File: config.mk
export PLATFORM = sky130hd
export DESIGN_NAME = ppt_placar
export DESIGN_NICKNAME = d
export VERILOG_FILES = /design/src/rtl/ppt_pkg.sv /design/src/rtl/ppt_score_cnt.sv /design/src/rtl/ppt_placar.sv
export SDC_FILE = /design/constraint.sdc
export NUM_CORES = 1
export LEC_CHECK = 0
export ABC_AREA = 1
export CORE_MARGIN = 8
export CORE_UTILIZATION = 48
export CTS_BUF_LIST = sky130_fd_sc_hd__clkbuf_8
export DETAILED_ROUTE_END_ITERATION = 6
export GPL_ROUTABILITY_DRIVEN = 0
export PLACE_DENSITY = 0.83
export SLEW_MARGIN = 20
export SYNTH_ARGS = -nofsm -noshare
export SYNTH_HDL_FRONTEND = slang
export SYNTH_SLANG_ARGS = --single-unit
File: constraint.sdc
create_clock -name clk -period 1.45 [get_ports clk]
set_input_delay 0.2175 -clock clk [delete_from_list [all_inputs] [get_ports clk]]
set_output_delay 0.2175 -clock clk [all_outputs]
set_load 0.05 [all_outputs]
File: src/rtl/ppt_pkg.sv
// Shared encodings for the rock-paper-scissors match path: the winner code,
// the scorekeeper state, and the round-result code that the judge also uses.
package ppt_pkg;

  // Match result as presented on the winner output
  typedef enum logic [1:0] {
    W_NONE = 2'b00,
    W_J1   = 2'b01,
    W_J2   = 2'b10,
    W_DRAW = 2'b11
  } winner_t;

  // Scorekeeper state
  typedef enum logic [1:0] {
    S_IDLE = 2'b00,
    S_PLAY = 2'b01,
    S_DONE = 2'b10
  } state_t;

  // Round result as {j1_w, j2_w} from the judge
  typedef enum logic [1:0] {
    R_TIE     = 2'b00,
    R_J2      = 2'b01,
    R_J1      = 2'b10,
    R_ILLEGAL = 2'b11
  } round_t;

endpackage

File: src/rtl/ppt_score_cnt.sv
// Saturation-free up counter used for the player scores and the tie streak.
// Clear takes priority over increment; the owner guarantees no wrap-around.
module ppt_score_cnt #(
  parameter int unsigned W = 4
) (
  input  logic         clk,
  input  logic         rst_n,
  input  logic         clr,
  input  logic         inc,
  output logic [W-1:0] cnt
);

  logic [W-1:0] cnt_r;

  // Count register: clear first, then increment
  always_ff @(posedge clk or negedge rst_n) begin
    if (!rst_n) begin
      cnt_r <= '0;
    end else if (clr) begin
      cnt_r <= '0;
    end else if (inc) begin
      cnt_r <= cnt_r + W'(1'b1);
    end else begin
      cnt_r <= cnt_r;
    end
  end

  assign cnt = cnt_r;

endmodule

File: src/rtl/ppt_placar.sv
// Match scorekeeper downstream of the round judge. Accepts one round per
// round_valid cycle while not DONE, tracks both scores, and freezes the
// result once a player reaches WINS_TO_MATCH until match_clear.
// Optional feature macro: PPT_TIE_LIMIT_EN -- a run of TIE_LIMIT consecutive
// ties ends the match as a draw. Without it ties never end a match and the
// tie-streak counter does not exist.
module ppt_placar
  import ppt_pkg::*;
#(
  parameter int unsigned WINS_TO_MATCH = 2,
  parameter int unsigned CNT_W         = 4
`ifdef PPT_TIE_LIMIT_EN
  , parameter int unsigned TIE_LIMIT   = 3
`endif
) (
  input  logic             clk,
  input  logic             rst_n,
  input  logic             round_valid,
  input  logic             j1_w,
  input  logic             j2_w,
  input  logic             match_clear,
  output logic             round_ready,
  output logic [CNT_W-1:0] score1,
  output logic [CNT_W-1:0] score2,
  output logic             match_done,
  output logic [1:0]       winner,
  output logic             err
);

  state_t     state_r;
  winner_t    winner_r;
  logic       done_r;
  logic       err_r;

  logic       ready_s;
  logic       accept_s;
  logic       inc1_s;
  logic       inc2_s;
  logic       tie_s;
  logic       illegal_s;
  logic       win1_s;
  logic       win2_s;
  logic       draw_s;
  round_t     round_s;

  assign ready_s  = (state_r != S_DONE);
  // A clear on the same edge drops the round entirely
  assign accept_s = round_valid && ready_s && !match_clear;
  assign round_s  = round_t'({j1_w, j2_w});

  // Decode the accepted round into score/tie/illegal events
  always_comb begin
    inc1_s    = 1'b0;
    inc2_s    = 1'b0;
    tie_s     = 1'b0;
    illegal_s = 1'b0;
    if (accept_s) begin
      case (round_s)
        R_J1:      inc1_s    = 1'b1;
        R_J2:      inc2_s    = 1'b1;
        R_TIE:     tie_s     = 1'b1;
        R_ILLEGAL: illegal_s = 1'b1;
        default:   illegal_s = 1'b1;
      endcase
    end else begin
      inc1_s    = 1'b0;
      inc2_s    = 1'b0;
      tie_s     = 1'b0;
      illegal_s = 1'b0;
    end
  end

  // A win is detected on the increment that lands on WINS_TO_MATCH
  assign win1_s = inc1_s && (score1 == CNT_W'(WINS_TO_MATCH - 32'd1));
  assign win2_s = inc2_s && (score2 == CNT_W'(WINS_TO_MATCH - 32'd1));

  ppt_score_cnt #(.W(CNT_W)) u_score1 (
    .clk   (clk),
    .rst_n (rst_n),
    .clr   (match_clear),
    .inc   (inc1_s),
    .cnt   (score1)
  );

  ppt_score_cnt #(.W(CNT_W)) u_score2 (
    .clk   (clk),
    .rst_n (rst_n),
    .clr   (match_clear),
    .inc   (inc2_s),
    .cnt   (score2)
  );

`ifdef PPT_TIE_LIMIT_EN
  logic [CNT_W-1:0] tie_cnt_s;
  logic             tie_clr_s;

  // Decisive rounds break the streak; illegal rounds leave it alone
  assign tie_clr_s = match_clear || inc1_s || inc2_s;
  assign draw_s    = tie_s && (tie_cnt_s == CNT_W'(TIE_LIMIT - 32'd1));

  ppt_score_cnt #(.W(CNT_W)) u_tie_cnt (
    .clk   (clk),
    .rst_n (rst_n),
    .clr   (tie_clr_s),
    .inc   (tie_s),
    .cnt   (tie_cnt_s)
  );
`else
  assign draw_s = 1'b0;
`endif

  // Match FSM with registered result, done and sticky error flags
  always_ff @(posedge clk or negedge rst_n) begin
    if (!rst_n) begin
      state_r  <= S_IDLE;
      winner_r <= W_NONE;
      done_r   <= 1'b0;
      err_r    <= 1'b0;
    end else if (match_clear) begin
      state_r  <= S_IDLE;
      winner_r <= W_NONE;
      done_r   <= 1'b0;
      err_r    <= 1'b0;
    end else begin
      case (state_r)
        S_IDLE, S_PLAY: begin
          if (accept_s) begin
            if (illegal_s) begin
              err_r <= 1'b1;
            end
            if (win1_s) begin
              state_r  <= S_DONE;
              winner_r <= W_J1;
              done_r   <= 1'b1;
            end else if (win2_s) begin
              state_r  <= S_DONE;
              winner_r <= W_J2;
              done_r   <= 1'b1;
            end else if (draw_s) begin
              state_r  <= S_DONE;
              winner_r <= W_DRAW;
              done_r   <= 1'b1;
            end else begin
              state_r  <= S_PLAY;
            end
          end
        end
        S_DONE: begin
          state_r <= S_DONE;
        end
        default: begin
          state_r  <= S_IDLE;
          winner_r <= W_NONE;
          done_r   <= 1'b0;
        end
      endcase
    end
  end

  assign round_ready = ready_s;
  assign match_done  = done_r;
  assign winner      = winner_r;
  assign err         = err_r;

endmodule
# Word-level counts from Yosys, hierarchy flattened
# Cells that the tools add are included.
word_totals:
  elab_cells: 62
  register_bits: 14
op_classes:
  n_addsub: 2
  eq_ne: 11
  muxes: 29
  n_reduce_logical: 14
op_table:
  columns: ["op", "count"]
  rows:
  - ["$mux 2", 8]
  - ["$mux 4", 4]
  - ["$mux 1", 14]
  - ["$reduce_bool 2->1", 5]
  - ["$add 4x1->4 const B", 2]
  - ["$eq 4x1->1 const B", 2]
  - ["$pmux 2 s2", 2]
  - ["$eq 2x2->1 const B", 3]
  - ["$reduce_and 3->1", 2]
  - ["$eq 2x1->1 const B", 2]
  - ["$logic_and 1x1->1", 4]
  - ["$ne 2x2->1 const B", 2]
  - ["$ne 4x4->1 const B", 1]
  - ["$ne 3x3->1 const B", 1]
  - ["$logic_not 2->1", 1]
  - ["$pmux 1 s2", 1]
  - ["$reduce_or 2->1", 1]
  - ["$logic_not 1->1", 1]

# Longest topological paths before layout
depth:
  depth_word: 10
  ltp_mapped: 9
  ltp_nobuf: 9

# Cells and area by module
# A second synthesis with hierarchy kept.
hier_totals:
  hier_cells: 103
  area_unflattened_um2: 812.0
by_module_without_submodules:
  columns: ["module", "n_inst", "seq_area_each_um2", "area_each_um2", "cells_each"]
  rows:
  - ["ppt_placar", 1, 150.1, 409.1, 55]
  - ["ppt_score_cnt", 2, 100.1, 201.4, 24]

# Least setup slack after synthesis
# Ideal clock, no wire load.
synth_path:
  kind: "register to register"
  start: "register u_score1.cnt_r[0], in the netlist u_score1.cnt[0]"
  end: "register done_r, in the netlist match_done"
  arrival_time_ns: 1.414
  path_buffers: 0
  required_ns: 1.331
  path_slack_ns: -0.083
  path_stages_with_launch: 9
  cell_sequence: "dfrtp_1 > ha_1 > nand2_1 > nor2_1 > nand3_2 > nand3_2 > nand2_2 > nand2_1 > nand2_1"
synth_via:
  elab_chain_len: 6
  word_cells_on_any_way: 8
synth_lines:
  columns: ["element", "line", "text"]
  rows:
  - ["start: declaration", "ppt_score_cnt.sv:13", "logic [W-1:0] cnt_r;"]
  - ["start signal: assignment", "ppt_score_cnt.sv:22", "cnt_r <= cnt_r + W'(1'b1);"]
  - ["start signal: assignment", "ppt_score_cnt.sv:24", "cnt_r <= cnt_r;"]
  - ["$eq 4x1->1 *", "ppt_placar.sv:74", "assign win1_s = inc1_s && (score1 == CNT_W'(WINS_TO_MATCH - 32'd1));"]
  - ["$logic_and 1x1->1 *", "ppt_placar.sv:74", null]
  - ["$mux 1", "ppt_placar.sv:131", "if (win1_s) begin"]
  - ["$mux 1", "ppt_placar.sv:127", "if (accept_s) begin"]
  - ["$pmux 1 s2", "ppt_placar.sv:125", "case (state_r)"]
  - ["$mux 1", "ppt_placar.sv:119", "end else if (match_clear) begin"]
  - ["end signal: assignment", "ppt_placar.sv:117", "done_r <= 1'b0;"]
  - ["end signal: assignment", "ppt_placar.sv:122", "done_r <= 1'b0;"]
  - ["end signal: assignment", "ppt_placar.sv:134", "done_r <= 1'b1;"]
  - ["end: declaration", "ppt_placar.sv:32", "logic done_r;"]
# Every way passes the cells marked *; elsewhere a longest branch is shown, timed or not. The select of a mux whose other input is x is not followed.
# A chain may end at the register's enable or synchronous reset.

# Final worst setup path
layout_path:
  start: "register u_score1.cnt_r[1], in the netlist u_score1.cnt[1]"
  end: "register winner_r[0], in the netlist winner[0]"
layout_via:
  elab_chain_len: 6
  word_cells_on_any_way: 8
layout_lines:
  columns: ["element", "line", "text"]
  rows:
  - ["$eq 4x1->1 *", "ppt_placar.sv:74", null]
  - ["$logic_and 1x1->1 *", "ppt_placar.sv:74", null]
  - ["$mux 2", "ppt_placar.sv:131", null]
  - ["$mux 2", "ppt_placar.sv:127", null]
  - ["$pmux 2 s2", "ppt_placar.sv:125", null]
  - ["$mux 2", "ppt_placar.sv:119", null]
  - ["end signal: assignment", "ppt_placar.sv:121", "winner_r <= W_NONE;"]
  - ["end signal: assignment", "ppt_placar.sv:133", "winner_r <= W_J1;"]
  - ["end signal: assignment", "ppt_placar.sv:137", "winner_r <= W_J2;"]
  - ["end: declaration", "ppt_placar.sv:31", "winner_t winner_r;"]
# Marked as above.

==> results.json <==
{
  "die_y_um": 56.3,
  "die_area_um2": 3170,
  "final-setup-viol-count": 0,
  "peakVddDrop_uv": 762,
  "dp.final_hpwl_mm": 1.45,
  "clock.fmax_mhz": 755,
  "hp-class": "primary input to async pin",
  "grt_pass1_wl_mm": 3.29,
  "skew_ns": 0.00426,
  "finalMaxSlewViolations": 0,
  "final-hold-violation-count": 0,
  "grt_setup_unrepaired": "no",
  "outcome": "finished clean",
  "ys_ff_latch": 14,
  "htreeDepth": 1,
  "antenna-diode-count": 0,
  "synthToLayoutAreaGrowth_pct": 59.3,
  "grt_max_degree": 15,
  "multi_input_area_um2": 384,
  "drc": 0,
  "max_stage_delay_ns": 0.42,
  "routed_wl_mm": 1.98,
  "rows": 14,
  "fin_crit_ns": 1.33,
  "grt_antenna_before_repair": 0,
  "initial_core_util_pct": 51.2,
  "cp.arrival_ns": 1.46,
  "synth-seq-area-share_pct": 44.9,
  "numPortBuffers": 18,
  "syn_nets": 95,
  "clk_path_buf_depth": 2,
  "syn_area_per_cell_um2": 9.19,
  "ff_latch_area_um2": 355,
  "vias": 715,
  "crit_top_cell": "nand2_1",
  "grt_overflow": 0,
  "power.density_nw_per_um2": 979,
  "ios": 19,
  "critical_path_class": "register to register",
  "crit_path_start_kind": "register",
  "grt_usage_pct": 12.6,
  "ys_top_cells_by_area": "dfrtp_1 (45%), nand2_1 (7.2%), ha_1 (6.4%)",
  "worst_slew_pin_slew_ns": 0.262,
  "p_leak_nw": 0.602,
  "finalSetupTns_ns": 0,
  "critPathSlowestCell": "dfrtp_2",
  "synth.top_cell.area_share_pct": 44.9,
  "die_x_um": 56.3,
  "cpLargestDelayFamily": "simple AND/OR/NAND/NOR gates",
  "fin_nets": 127,
  "worstPathRequired_ns": 1.59,
  "dp.cells": 127,
  "finalCritPeriodShare_pct": 91.4,
  "synth_warnings": 0,
  "cts.hold.buffers_added": 0,
  "drive_gt1_share_pct": 40.5,
  "crit_path_max_fanout": 3,
  "cts_root_buffer": "clkbuf_8",
  "drtIter0Drc": 12,
  "n_fill_cell": 83,
  "maxSlewHeadroom_pct": 82.5,
  "cts_buffers": 3,
  "layout.cells.non_filler": 132,
  "grt_pass1_vias": 732,
  "clk_latency_ns": 0.24,
  "synthDistinctLibCells": 20,
  "worstPathCellList": "inv_2 > ha_1 > nand2_1 > nor2_2 > nand3_2 > nand3_2 > nand2_2 > nand2_1 > nand2_1",
  "wl_per_cell_um": 15.0,
  "drtAntennaViolNets": 0,
  "tritoncts": "done",
  "core_area_um2": 1520,
  "path_buf_inv": 1,
  "drt_pass1_iterations": 4,
  "endpoint_kind": "register",
  "maxCapViolCount": 0,
  "yosysTopAreaCell": "dfrtp_1",
  "numClockSinks": 14,
  "synthCells": 85,
  "clkTransAtPathRegs_ns": 0.06,
  "vias_per_cell": 5.42,
  "syn_area_um2": 781
}
==> per-layer routing <==
layer | vias up | part of all wire (%) | track usage [%] | routed length [µm]
li1 | 336 | - | - | -
met1 | 348 | 41 | 13.7 | 823
met2 | 25 | 49 | 21.2 | 982
met3 | 6 | 6.2 | 4.94 | 123
met4 | 0 | 2.8 | 5.50 | 55
met5 | - | 0 | 0 | 0
==> report_power, final <==
group	switching (mW)	internal, mW
Combinational	0.221	0.165
Clock	0.139	0.240
Sequential	0.0327	0.420
==> state kept, by name (all words and copies together) (netlist names) <==
signal	cells
u_score1.cnt	4
state_r	2
u_score2.cnt	4
err	1
match_done	1
winner	2
==> final timing paths <==
kind	startpoint	endpoint	slack (ns)	depth (start not counted)
worst min register to register	u_score1.cnt[0]	u_score1.cnt[0]	0.55	1
min in group clk	u_score1.cnt[0]	u_score1.cnt[0]	0.55	1
max in group asynchronous	rst_n	u_score1.cnt[0]	0.99	2
worst min-delay path	rst_n	u_score2.cnt[3]	0.28	2
worst max-delay path	u_score1.cnt[1]	winner[0]	0.12	9
worst max register to register	u_score1.cnt[1]	winner[0]	0.12	9
==> cell type report <==
class	count	area share (%)
multi-input cells	58	30.9
repair buffers	27	30.4
flip-flops and latches	14	28.6
clock buffers	4	4.43
inverters	13	4.12
well taps	16	1.61
==> cell usage in the layout, fill, tap and decap left out <==
cell             count
nand2_1             15
buf_12              13
inv_1               11
dfrtp_1             10
buf_4                9
o21ai_0              6
nor2_2               5
nand3_1              5
clkdlybuf4s50_1      5
nand3_2              4
ha_1                 4
clkbuf_8             4
dfrtp_2              4
nand2_4              3
nand4_1              3
o21ai_1              2
nor2_1               2
xnor2_1              2
o22ai_1              2
inv_2                1
nor2_4               1
inv_4                1
nor2_8               1
xor2_1               1
nand2_2              1
nor3_1               1
==> Yosys cell counts (all sizes together) <==
library cell	count
nand2	19
dfrtp	14
inv	13
nand3	9
nor2	9
o21ai	8
ha	4
nand4	3
o22ai	2
xnor2	2
nor3	1
xor2	1
==> cells by family (layout without fill, tap and decap cells) <==
| kind of cell | Yosys count | count (layout) | synth area share (%) |
|---|---|---|---|
| DFF | 14 | 14 | 44.9 |
| adders and majority gates | 4 | 4 | 6.41 |
| and+or+nand+nor | 41 | 41 | 32.1 |
| buffers and inverters | 13 | 44 | 6.57 |
| xor gates and xnor gates | 3 | 3 | 3.37 |
| AOI/OAI and AO/OA | 10 | 10 | 6.73 |
==> timing repair <==
action,CTS,global route
resized for setup,1,2
endpoints found under the setup margin,3,3
setup buffers,0,1
==> metrics by stage <==
step           total power, mW  util (%)  hold slack [ns]  area [µm²]  setup slack, ns
6_report                  1.22      81.6            0.280        1240            0.125
2_1_floorplan            0.648         -          -0.0781         786           0.0758
4_1_cts                   1.22      81.0            0.291        1230           0.0323
3_5_place_dp             0.840      77.2            0.539        1180          -0.0992
3_3_place_gp             0.829      77.2            0.522        1180          -0.0211
5_1_grt                   1.26      81.6            0.312        1240           0.0188
Power figures use the tool's default switching activity.
